[src/rtl/spi_pkg_hdl.sv]
// Shared definitions for the SPI master: FSM state encoding and default widths.
package spi_pkg_hdl;

  localparam int SPI_DATA_W_DEF = 8;
  localparam int SPI_DIV_W_DEF  = 8;

  typedef enum logic [1:0] {
    ST_IDLE = 2'd0,
    ST_LOW  = 2'd1,
    ST_HIGH = 2'd2,
    ST_DONE = 2'd3
  } spi_state_e;

endpackage

[src/rtl/spi_clk_div.sv]
// SCLK half-period timer: latches N on load, counts 0..N while enabled, ticks on N.
module spi_clk_div
  import spi_pkg_hdl::*;
#(
  parameter int DIV_W = SPI_DIV_W_DEF
) (
  input  logic             clk_i,
  input  logic             rst_i,
  input  logic             load_i,
  input  logic [DIV_W-1:0] n_i,
  input  logic             en_i,
  output logic             tick_o
);

  logic [DIV_W-1:0] n_q;
  logic [DIV_W-1:0] n_d;
  logic [DIV_W-1:0] cnt_q;
  logic [DIV_W-1:0] cnt_d;

  // The count never passes n_q, so N = all-ones cannot wrap.
  assign tick_o = en_i & (cnt_q == n_q);

  always_comb begin
    n_d   = n_q;
    cnt_d = cnt_q;
    if (load_i) begin
      n_d   = n_i;
      cnt_d = '0;
    end else if (en_i) begin
      if (tick_o) begin
        cnt_d = '0;
      end else begin
        cnt_d = cnt_q + DIV_W'(1);
      end
    end else begin
      cnt_d = '0;
    end
  end

  always_ff @(posedge clk_i or posedge rst_i) begin
    if (rst_i) begin
      n_q   <= '0;
      cnt_q <= '0;
    end else begin
      n_q   <= n_d;
      cnt_q <= cnt_d;
    end
  end

endmodule

[src/rtl/spi_master_core.sv]
// SPI mode-0 master, MSB first, one word per start. Define SPI_MASTER_IRQ_EN to
// build the sticky completion interrupt; otherwise irq_o is tied low.
module spi_master_core
  import spi_pkg_hdl::*;
#(
  parameter int DATA_W = SPI_DATA_W_DEF,
  parameter int DIV_W  = SPI_DIV_W_DEF
) (
  input  logic              sys_clk,
  input  logic              sys_rst,
  input  logic              start_i,
  input  logic [DATA_W-1:0] tx_data_i,
  input  logic [DIV_W-1:0]  clk_div_i,
  input  logic              ie_i,
  input  logic              irq_clr_i,
  output logic              sclk_o,
  output logic              mosi_o,
  input  logic              miso_i,
  output logic              ss_n_o,
  output logic              busy_o,
  output logic              done_o,
  output logic [DATA_W-1:0] rx_data_o,
  output logic              irq_o
);

  localparam int              BIT_W    = $clog2(DATA_W);
  localparam logic [BIT_W-1:0] LAST_BIT = BIT_W'(DATA_W - 1);

  spi_state_e        state_q, state_d;
  logic [DATA_W-1:0] shift_q, shift_d;
  logic [DATA_W-1:0] rx_q, rx_d;
  logic [BIT_W-1:0]  bit_q, bit_d;
  logic              sclk_q, sclk_d;
  logic              mosi_q, mosi_d;
  logic              ss_n_q, ss_n_d;
  logic              busy_q, busy_d;
  logic              done_q, done_d;
  logic              load_s;
  logic              run_s;
  logic              tick_s;

  spi_clk_div #(.DIV_W(DIV_W)) u_clk_div (
    .clk_i  (sys_clk),
    .rst_i  (sys_rst),
    .load_i (load_s),
    .n_i    (clk_div_i),
    .en_i   (run_s),
    .tick_o (tick_s)
  );

  // One shift register serves both directions: MSB drives mosi, miso enters at the LSB.
  always_comb begin
    state_d = state_q;
    shift_d = shift_q;
    rx_d    = rx_q;
    bit_d   = bit_q;
    sclk_d  = sclk_q;
    mosi_d  = mosi_q;
    ss_n_d  = ss_n_q;
    busy_d  = busy_q;
    done_d  = 1'b0;
    load_s  = 1'b0;
    run_s   = 1'b0;
    case (state_q)
      ST_IDLE: begin
        if (start_i) begin
          load_s  = 1'b1;
          shift_d = tx_data_i;
          bit_d   = '0;
          sclk_d  = 1'b0;
          mosi_d  = tx_data_i[DATA_W-1];
          ss_n_d  = 1'b0;
          busy_d  = 1'b1;
          state_d = ST_LOW;
        end else begin
          state_d = ST_IDLE;
        end
      end
      ST_LOW: begin
        run_s = 1'b1;
        if (tick_s) begin
          sclk_d  = 1'b1;
          shift_d = {shift_q[DATA_W-2:0], miso_i};
          state_d = ST_HIGH;
        end else begin
          state_d = ST_LOW;
        end
      end
      ST_HIGH: begin
        run_s = 1'b1;
        if (tick_s) begin
          sclk_d = 1'b0;
          if (bit_q == LAST_BIT) begin
            rx_d    = shift_q;
            done_d  = 1'b1;
            state_d = ST_DONE;
          end else begin
            mosi_d  = shift_q[DATA_W-1];
            bit_d   = bit_q + BIT_W'(1);
            state_d = ST_LOW;
          end
        end else begin
          state_d = ST_HIGH;
        end
      end
      ST_DONE: begin
        mosi_d  = 1'b0;
        ss_n_d  = 1'b1;
        busy_d  = 1'b0;
        state_d = ST_IDLE;
      end
      default: begin
        sclk_d  = 1'b0;
        mosi_d  = 1'b0;
        ss_n_d  = 1'b1;
        busy_d  = 1'b0;
        state_d = ST_IDLE;
      end
    endcase
  end

  always_ff @(posedge sys_clk or posedge sys_rst) begin
    if (sys_rst) begin
      state_q <= ST_IDLE;
      shift_q <= '0;
      rx_q    <= '0;
      bit_q   <= '0;
      sclk_q  <= 1'b0;
      mosi_q  <= 1'b0;
      ss_n_q  <= 1'b1;
      busy_q  <= 1'b0;
      done_q  <= 1'b0;
    end else begin
      state_q <= state_d;
      shift_q <= shift_d;
      rx_q    <= rx_d;
      bit_q   <= bit_d;
      sclk_q  <= sclk_d;
      mosi_q  <= mosi_d;
      ss_n_q  <= ss_n_d;
      busy_q  <= busy_d;
      done_q  <= done_d;
    end
  end

  assign sclk_o    = sclk_q;
  assign mosi_o    = mosi_q;
  assign ss_n_o    = ss_n_q;
  assign busy_o    = busy_q;
  assign done_o    = done_q;
  assign rx_data_o = rx_q;

`ifdef SPI_MASTER_IRQ_EN
  logic irq_q, irq_d;

  // Setting wins over clearing, and a clear landing in the done cycle itself is dropped.
  always_comb begin
    irq_d = irq_q;
    if (done_d && ie_i) begin
      irq_d = 1'b1;
    end else if (irq_clr_i && !done_q) begin
      irq_d = 1'b0;
    end else begin
      irq_d = irq_q;
    end
  end

  always_ff @(posedge sys_clk or posedge sys_rst) begin
    if (sys_rst) begin
      irq_q <= 1'b0;
    end else begin
      irq_q <= irq_d;
    end
  end

  assign irq_o = irq_q;
`else
  logic unused_irq_s;
  assign unused_irq_s = ie_i ^ irq_clr_i;
  assign irq_o        = 1'b0;
`endif

endmodule

[config.mk]
export PLATFORM = sky130hd
export DESIGN_NAME = spi_master_core
export DESIGN_NICKNAME = d
export VERILOG_FILES = /design/src/rtl/spi_pkg_hdl.sv /design/src/rtl/spi_clk_div.sv /design/src/rtl/spi_master_core.sv
export SDC_FILE = /design/constraint.sdc
export NUM_CORES = 1
export LEC_CHECK = 0
export ABC_AREA = 1
export BUFFER_PORTS_ARGS = -buffer_cell sky130_fd_sc_hd__buf_2
export CORE_MARGIN = 1.5
export CORE_UTILIZATION = 45
export CTS_BUF_LIST = sky130_fd_sc_hd__clkbuf_2
export CTS_CLUSTER_SIZE = 30
export DETAILED_ROUTE_END_ITERATION = 6
export HOLD_SLACK_MARGIN = 0.08
export PLACE_DENSITY_LB_ADDON = 0.15
export SKIP_CTS_REPAIR_TIMING = 1
export SYNTH_ARGS = -nofsm -noshare
export SYNTH_HDL_FRONTEND = slang
export SYNTH_SLANG_ARGS = --single-unit
[constraint.sdc]
create_clock -name sys_clk -period 1.8 [get_ports sys_clk]
set_clock_uncertainty 0.15 [all_clocks]
set_input_delay 0.18 -clock sys_clk [delete_from_list [all_inputs] [get_ports sys_clk]]
set_output_delay 0.18 -clock sys_clk [all_outputs]
set_load 0.03 [all_outputs]
# After elaboration in Yosys (flattened, before gate mapping)
# Index checks and enable logic that the tools add are counted.
# classes
add_sub_neg	2
n_eq_ne	9
mux	32
n_bitwise	1
reduce_logical	13
# op_table
op	count
$mux W8	5
$pmux W8 S2	1
$mux W1	14
$reduce_and A4 Y1	3
$mux W3	3
$add A8 B1 Y8 const B	1
$eq A8 B8 Y1	1
$ne A2 B2 Y1 const B	4
$pmux W2 S4	1
$mux W2	3
$pmux W1 S3	2
$pmux W3 S2	1
$reduce_and A3 Y1	2
$reduce_bool A2 Y1	3
$reduce_bool A3 Y1	2
$eq A2 B2 Y1 const B	2
$pmux W1 S2	2
$add A3 B1 Y3 const B	1
$eq A3 B3 Y1 const B	1
$eq A2 B1 Y1 const B	1
$logic_not A2 Y1	1
$reduce_and A2 Y1	1
$reduce_or A2 Y1	1
$and A1 B1 Y1	1
# word_totals
ff_bits	42
in_bits	22
output_inout_bits	14
wordCells	68

# Longest topological paths before layout
# Gate-level depths: netlist (run 1).
# logic_depth
word_depth	7
depth_mapped	11
ltp_nobuf	11

# Hierarchy
# A second synthesis (run 1) with hierarchy kept.
# unflattened
cells_unflattened	281
hier_area_um2	2228.4
# by_module_without_submodules
module	instances	cells_each	area_per_inst_um2	seq_area_each_um2
spi_master_core	1	176	1350.0	651.9
spi_clk_div	1	105	878.3	400.4

# Least setup slack after synthesis (run 1)
# OpenSTA, ideal clock, no wires.
# synth_path
path_type	flip-flop to flip-flop
startpoint	register bit_q[0]
endpoint	register bit_q[0]
setup_time_ns	0.117
arrival_time_ns	1.305
t_required_ns	1.533
path_slack_ns	0.229
stages_incl_launch_ff	9
path_buffers	0
synth_period_minus_slack_ns	1.571
cell_sequence	dfrtp_1 ha_1 ha_1 nand2_1 inv_1 a21oi_1 nand2_2 nand2_1 nand2_1
# synth_via
elab_chain_cells	4
elab_cells_between_ends	7
classes_between	add/sub (1); eq/ne (2); mux (3); reduce/logical (1)
# synth_rtl
item	line_no	rtl
from (decl)	spi_master_core.sv:32	logic [BIT_W-1:0] bit_q, bit_d;
from (signal assigned)	spi_master_core.sv:137	bit_q <= bit_d;
$add A3 B1 Y3	spi_master_core.sv:99	bit_d = bit_q + BIT_W'(1);
$mux W3	spi_master_core.sv:93	if (bit_q == LAST_BIT) begin
$mux W3	spi_master_core.sv:91	if (tick_s) begin
$pmux W3 S2	spi_master_core.sv:64	case (state_q)
# Parallel ways exist; a longest one is shown, timed or not. The select of a mux whose other input is x is not followed.
# A chain may end at the register's enable or synchronous reset.

# Final worst setup path (run 1)
# layout_path
startpoint	register u_clk_div.cnt_q[2]
endpoint	register bit_q[1]
# layout_via
elab_chain_cells	4
# layout_rtl
item	line_no	rtl
from (decl)	spi_clk_div.sv:17	logic [DIV_W-1:0] cnt_q;
from (signal assigned)	spi_clk_div.sv:46	cnt_q <= cnt_d;
$eq A8 B8 Y1	spi_clk_div.sv:21	assign tick_o = en_i & (cnt_q == n_q);
$and A1 B1 Y1	spi_clk_div.sv:21	
$ne A2 B2 Y1 (no line)	n/a	
$reduce_and A4 Y1 (no line)	n/a	
# Every way passes these cells.

==> results of run 1 <==
## kinds of logic after synthesis
family	count (synthesis)	synth area share (%)
fa+ha+maj	7	4.10
other cells	1	0.175
xor+xnor	8	3.28
flops	42	49.2
simple gates	108	23.2
compound gates	38	12.2
mux	2	0.937
buf+inv	33	6.85
## worst max path at each step
stage	slack, ps	from	cells past startpoint	to
after CTS	50	bit_q[0]	8	bit_q[1]
after detailed placement	80	bit_q[0]	8	bit_q[1]
after floorplan	230	bit_q[0]	8	bit_q[0]
final	100	u_clk_div.cnt_q[2]	8	bit_q[1]
after global routing	-50	u_clk_div.cnt_q[5]	8	mosi_o
after global placement	80	bit_q[0]	8	bit_q[2]
## cell usage in the layout, fill, tap and decap left out, types with 2 or more instances in the layout
| cell type | count |
|---|---|
| xor2_1 | 2 |
| buf_2 | 32 |
| clkinv_1 | 2 |
| mux2i_1 | 2 |
| nand2_2 | 6 |
| dlygate4sd3_1 | 18 |
| bufinv_16 | 2 |
| nand3_1 | 6 |
| o21ai_2 | 15 |
| clkbuf_2 | 5 |
| nor3_1 | 2 |
| o21ai_0 | 16 |
| nand2_4 | 2 |
| a21oi_1 | 3 |
| inv_2 | 2 |
| xnor2_1 | 6 |
| ha_1 | 7 |
| buf_4 | 10 |
| dfrtp_1 | 41 |
| nor2_4 | 2 |
| nand2_1 | 74 |
| nand3b_1 | 2 |
| inv_1 | 24 |
| nor2_1 | 9 |
## metal layers
metal  vias to the layer above  GRT usage (%)  routed length (µm)
li1                        874              -                   -
met1                       718           20.6                1860
met2                        30           26.3                1850
met3                         8           4.72                 153
met4                         0           6.29                  80
met5                         -              0                   0
## stage by stage
stage | utilization (%) | setup WS [ps] | TNS [ps]
after floorplan | - | 229 | 0
after global placement | 53.1 | 80.5 | 0
after detailed placement | 53.1 | 79.8 | 0
after CTS | 55.1 | 50.6 | 0
after global routing | 60.0 | -49.3 | -227
final | 60.0 | 100 | 0
## sequential cells by signal, summed over array words and instances (netlist names)
signal           count
u_clk_div.n_q        8
shift_q              8
u_clk_div.cnt_q      8
busy_o               1
rx_data_o            8
state_q              2
sclk_o               1
bit_q                3
ss_n_o               1
mosi_o               1
done_o               1
## power breakdown
group	leakage, nW	internal (W)	switching [W]
Clock	0.0506	0.000370	0.000317
Sequential	0.541	0.000946	0.000000685
Combinational	0.860	0.0000439	0.0000356
## critical path: stages, from the launching register on
cell and delay, ps:
dfrtp_1 490, xnor2_1 150, nand2_1 100, nor2_4 130, nand3_4 130, a21oi_4 270, nand2_2 100, nand2_1 70
nand2_1 40
## cell type report
class / count / area, µm²
fill: 418 / 1790
sequential: 42 / 1050
multi-input combinational: 164 / 942
timing repair buffer: 61 / 435
inverter: 27 / 101
tap: 52 / 65.1
clock inverter: 3 / 63.8
clock buffer: 5 / 25.0
==> impl_metrics.json, run 1 <==
{
  "status": "complete, no violations",
  "fin_hold_ws_ps": 70.9,
  "place_inst": 323,
  "seq_area_frac_synth_pct": 49.2,
  "cts_num_sinks": 42,
  "diodes": 0,
  "ant_nets": 0,
  "async_reset_ff_share_pct": 100,
  "track_usage_pct": 16.2,
  "synth_cell_types": 32,
  "die-area_mm2": 0.00517,
  "hpwl_um": 2590,
  "postPlaceCellArea_mm2": 0.00237,
  "synthMostInstantiatedCell": "nand2_1",
  "initial_core_util_pct": 47.8,
  "clk_latency_ps": 420,
  "synthTopCellsByArea": "dfrtp_1, nand2_1, o21ai_2, inv_1, ha_1",
  "cap_violations": 0,
  "slew_headroom_pct": 65.3,
  "syn-instance-count": 239,
  "rows": 24,
  "fin_area_mm2": 0.00269,
  "grt_max_degree": 43,
  "synth_edf_count": 0,
  "fin_cells": 354,
  "leakagePower_nw": 1.45,
  "grt_setup_unrepaired": "yes",
  "maxSlewViolCount": 0,
  "clock_path_buffers": 2,
  "grt_pass1_vias": 1507,
  "area_growth_pct": 25.6,
  "wirelength_um": 3940,
  "core_mm2": 0.00447,
  "crit_path_end_kind": "register",
  "worstPathMaxFanout": 8,
  "hold_viol": 0,
  "cp-start-kind": "register",
  "fin_crit_sh_pct": 94.4,
  "worstMarginPinSlew_ps": 521,
  "crit_type": "reg -> reg",
  "pin_count": 36,
  "period_minus_slack_ps": 1700,
  "antenna_found_initial": 0,
  "r2r_cells": 8,
  "rrSetupSlack_ps": 100,
  "avgViaCountPerCell": 4.60,
  "syn_area_mm2": 0.00214,
  "fp.dieH_um": 71.9,
  "synthTopCellsByCount": "nand2_1, dfrtp_1, inv_1",
  "cts_tree": "built",
  "rr_endpoint": "bit_q[1]",
  "clk_pin_slew_ps": 230,
  "numCtsBuffers": 5,
  "wl_per_cell_um": 11.1,
  "overflow": 0,
  "power_density_mw_per_mm2": 638,
  "setup_viol": 0,
  "peakVddDrop_mv": 0.455,
  "drive_above_1_share_pct": 27.2,
  "synth-main-ff-cell": "dfrtp_1",
  "vias": 1630,
  "yosysTopAreaCell": "dfrtp_1",
  "yosysWarnings": 0,
  "gp_congestion": 0.749,
  "die_w_um": 71.9,
  "drtIter0Drc": 61,
  "hp-class": "in -> reg",
  "required_ps": 2010,
  "cts-root-buf": "clkbuf_2",
  "fmax_mhz": 588,
  "dr.pass1.iters": 4,
  "grt_pass1_wl_um": 6440,
  "worstHoldStart": "start_i",
  "htree_num_levels": 2,
  "drc": 0,
  "reg2reg_from": "u_clk_div.cnt_q[2]",
  "syn_area_per_cell_um2": 8.94,
  "synth_fp_nets": 268,
  "fin_nets": 330,
  "cp.arrival_ps": 1910,
  "holdPathEnd": "u_clk_div.cnt_q[3]",
  "p_total_w": 0.00171,
  "synth_top_area_share_pct": 48.0,
  "ys_seq_elements": 42,
  "min_path_cells": 4,
  "port_buffers": 32
}
Power figures use the tool's default switching activity.
==> inputs of run 2 (changes only) <==
--- a/config.mk
+++ b/config.mk
@@ -14,6 +14,7 @@
 export DETAILED_ROUTE_END_ITERATION = 6
 export HOLD_SLACK_MARGIN = 0.08
 export PLACE_DENSITY_LB_ADDON = 0.15
+export SETUP_SLACK_MARGIN = 0.02
 export SKIP_CTS_REPAIR_TIMING = 1
 export SYNTH_ARGS = -nofsm -noshare
 export SYNTH_HDL_FRONTEND = slang
==> constraint.sdc (replaced) <==
create_clock -name sys_clk -period 1.8 [get_ports sys_clk]
set_clock_uncertainty 0.15 [all_clocks]
set_input_delay 0.09 -clock sys_clk [delete_from_list [all_inputs] [get_ports sys_clk]]
set_output_delay 0.09 -clock sys_clk [all_outputs]
set_load 0.03 [all_outputs]
==> run 2 against run 1 <==
Against the previous run: power down 8.1%; clock power down 21%; critical path depth up 2; core utilization down 0.14 points; largest cell class unchanged.
==> impl_metrics.json, run 2 (synthesized netlist as in run 1, its figures left out) <==
{
  "worstMarginPinSlew_ps": 542,
  "status": "complete, no violations",
  "rows": 24,
  "crit_type": "reg -> reg",
  "dpl_worst_slack_ps": 93.4,
  "grt_max_degree": 43,
  "fin_crit_sh_pct": 93.8,
  "port_buffers": 32,
  "cpPeakStageDelay_ps": 460,
  "drive_above_1_share_pct": 27.6,
  "clkPwrFrac_pct": 34.7,
  "die-area_mm2": 0.00517,
  "cap_violations": 0,
  "critPathTopFamily": "simple AND/OR/NAND/NOR gates",
  "grt_setup_unrepaired": "yes",
  "gp_congestion": 0.747,
  "area_growth_pct": 25.4,
  "track_usage_pct": 16.0,
  "dr.pass1.iters": 7,
  "fp.dieH_um": 71.9,
  "clk_pin_slew_ps": 230,
  "fin_hold_ws_ps": 151,
  "cts-root-buf": "clkbuf_2",
  "clock_path_buffers": 2,
  "power.switching_w": 0.000353,
  "leakagePower_nw": 1.45,
  "power_density_mw_per_mm2": 588,
  "die_w_um": 71.9,
  "fill_cells": 404,
  "core_mm2": 0.00447,
  "overflow": 0,
  "finalSetupTns_ps": 0,
  "hold_viol": 0,
  "critPathMostFrequentCell": "nand2_1",
  "cts_tree": "built",
  "fin_nets": 332,
  "slew_headroom_pct": 63.8,
  "grt_pass1_wl_um": 6450,
  "pin_count": 36,
  "hpwl_um": 2630,
  "drtIter0Drc": 96,
  "clk_latency_ps": 410,
  "crit_chain": "inv_2 > nand2_1 > nand2_1 > nand2_1 > nor2_4 > nand3_4 > a21oi_4 > nand2_2 > nand2_1 > nand2_1",
  "antenna_found_initial": 0,
  "fmax_mhz": 593,
  "cpMaxStageDelayCell": "dfrtp_1",
  "grt_pass1_vias": 1476,
  "initial_core_util_pct": 47.8,
  "wl_per_cell_um": 11.3,
  "layout_common_cells": "nand2_1, dfrtp_1, buf_2",
  "required_ps": 1980,
  "seq_power_share_pct": 60.1,
  "wirelength_um": 4030,
  "crit_path_end_kind": "register",
  "p_int_w": 0.00122,
  "maxSlewViolCount": 0,
  "avgViaCountPerCell": 4.70,
  "worstPathMaxFanout": 8,
  "place_inst": 323,
  "htree_num_levels": 2,
  "hp-class": "in -> async",
  "fin_cells": 356,
  "setup_slack_ps": 112,
  "peakVddDrop_mv": 0.358,
  "ant_nets": 0,
  "comb_power_share_pct": 5.2,
  "diodes": 0,
  "cts_num_sinks": 42,
  "cp.arrival_ps": 1870,
  "setup_viol": 0,
  "cp_num_buf_inv": 1,
  "vias": 1673,
  "p_sw_share_pct": 22.4,
  "final_common_cell": "nand2_1",
  "drc": 0,
  "period_minus_slack_ps": 1690,
  "numCtsBuffers": 5,
  "fin_util_pct": 59.9,
  "cp-start-kind": "register"
}
==> run 2: cell count changes in the layout (fill, tap and decap cells not counted), sizes merged <==
cell         previous run  this run
buf                    43        44
bufinv                  2         1
dlygate4sd3            18        19
clkinv                  2         3
==> run 2: area by class of cell <==
class	instances	area, µm²	share of cell area [%]
timing repair buffer	63	453	16.9
sequential	42	1050	39.3
clock inverter	3	40.0	1.49
clock buffer	5	25.0	0.934
multi-input combinational	164	942	35.2
tap	52	65.1	2.43
inverter	27	101	3.78
==> run 2: power groups by stage <==
stage	sequential [W]	combinational, W	clock [W]
6_report	0.000947	0.0000812	0.000546
3_5_place_dp	0.000963	0.0000506	0
5_1_grt	0.000948	0.0000917	0.000585
2_1_floorplan	0.000963	0.0000237	0
4_1_cts	0.000948	0.0000506	0.000568
3_3_place_gp	0.000963	0.0000504	0
==> run 2: final timing paths <==
path / start / endpoint / slack (ps) / depth (start not counted)
min reg2reg: u_clk_div.cnt_q[0] / u_clk_div.cnt_q[0] / 350 / 1
max: u_clk_div.cnt_q[4] / bit_q[2] / 110 / 10
max in group asynchronous: sys_rst / state_q[0] / 940 / 4
min in group sys_clk: clk_div_i[7] / u_clk_div.n_q[7] / 260 / 4
min: sys_rst / shift_q[5] / 150 / 4
max reg2reg: u_clk_div.cnt_q[4] / bit_q[2] / 110 / 10
==> run 2: tightest hold or removal path, stage by stage <==
cell           delay, ps
dlygate4sd3_1        530
buf_2                120
inv_1                 40
buf_4                440
==> run 2: routing by layer <==
layer  part of all wire [%]  track usage, %
met1                     47            21.6
met2                     48            25.5
met3                    3.0            2.92
met4                    1.3            6.92
met5                      0               0
==> run 2: metrics by stage <==
step / cell area, µm² / power [W]
after floorplan: 2140 / 0.000987
after global placement: 2370 / 0.00101
after detailed placement: 2370 / 0.00101
after CTS: 2440 / 0.00157
after global routing: 2680 / 0.00162
final: 2680 / 0.00157
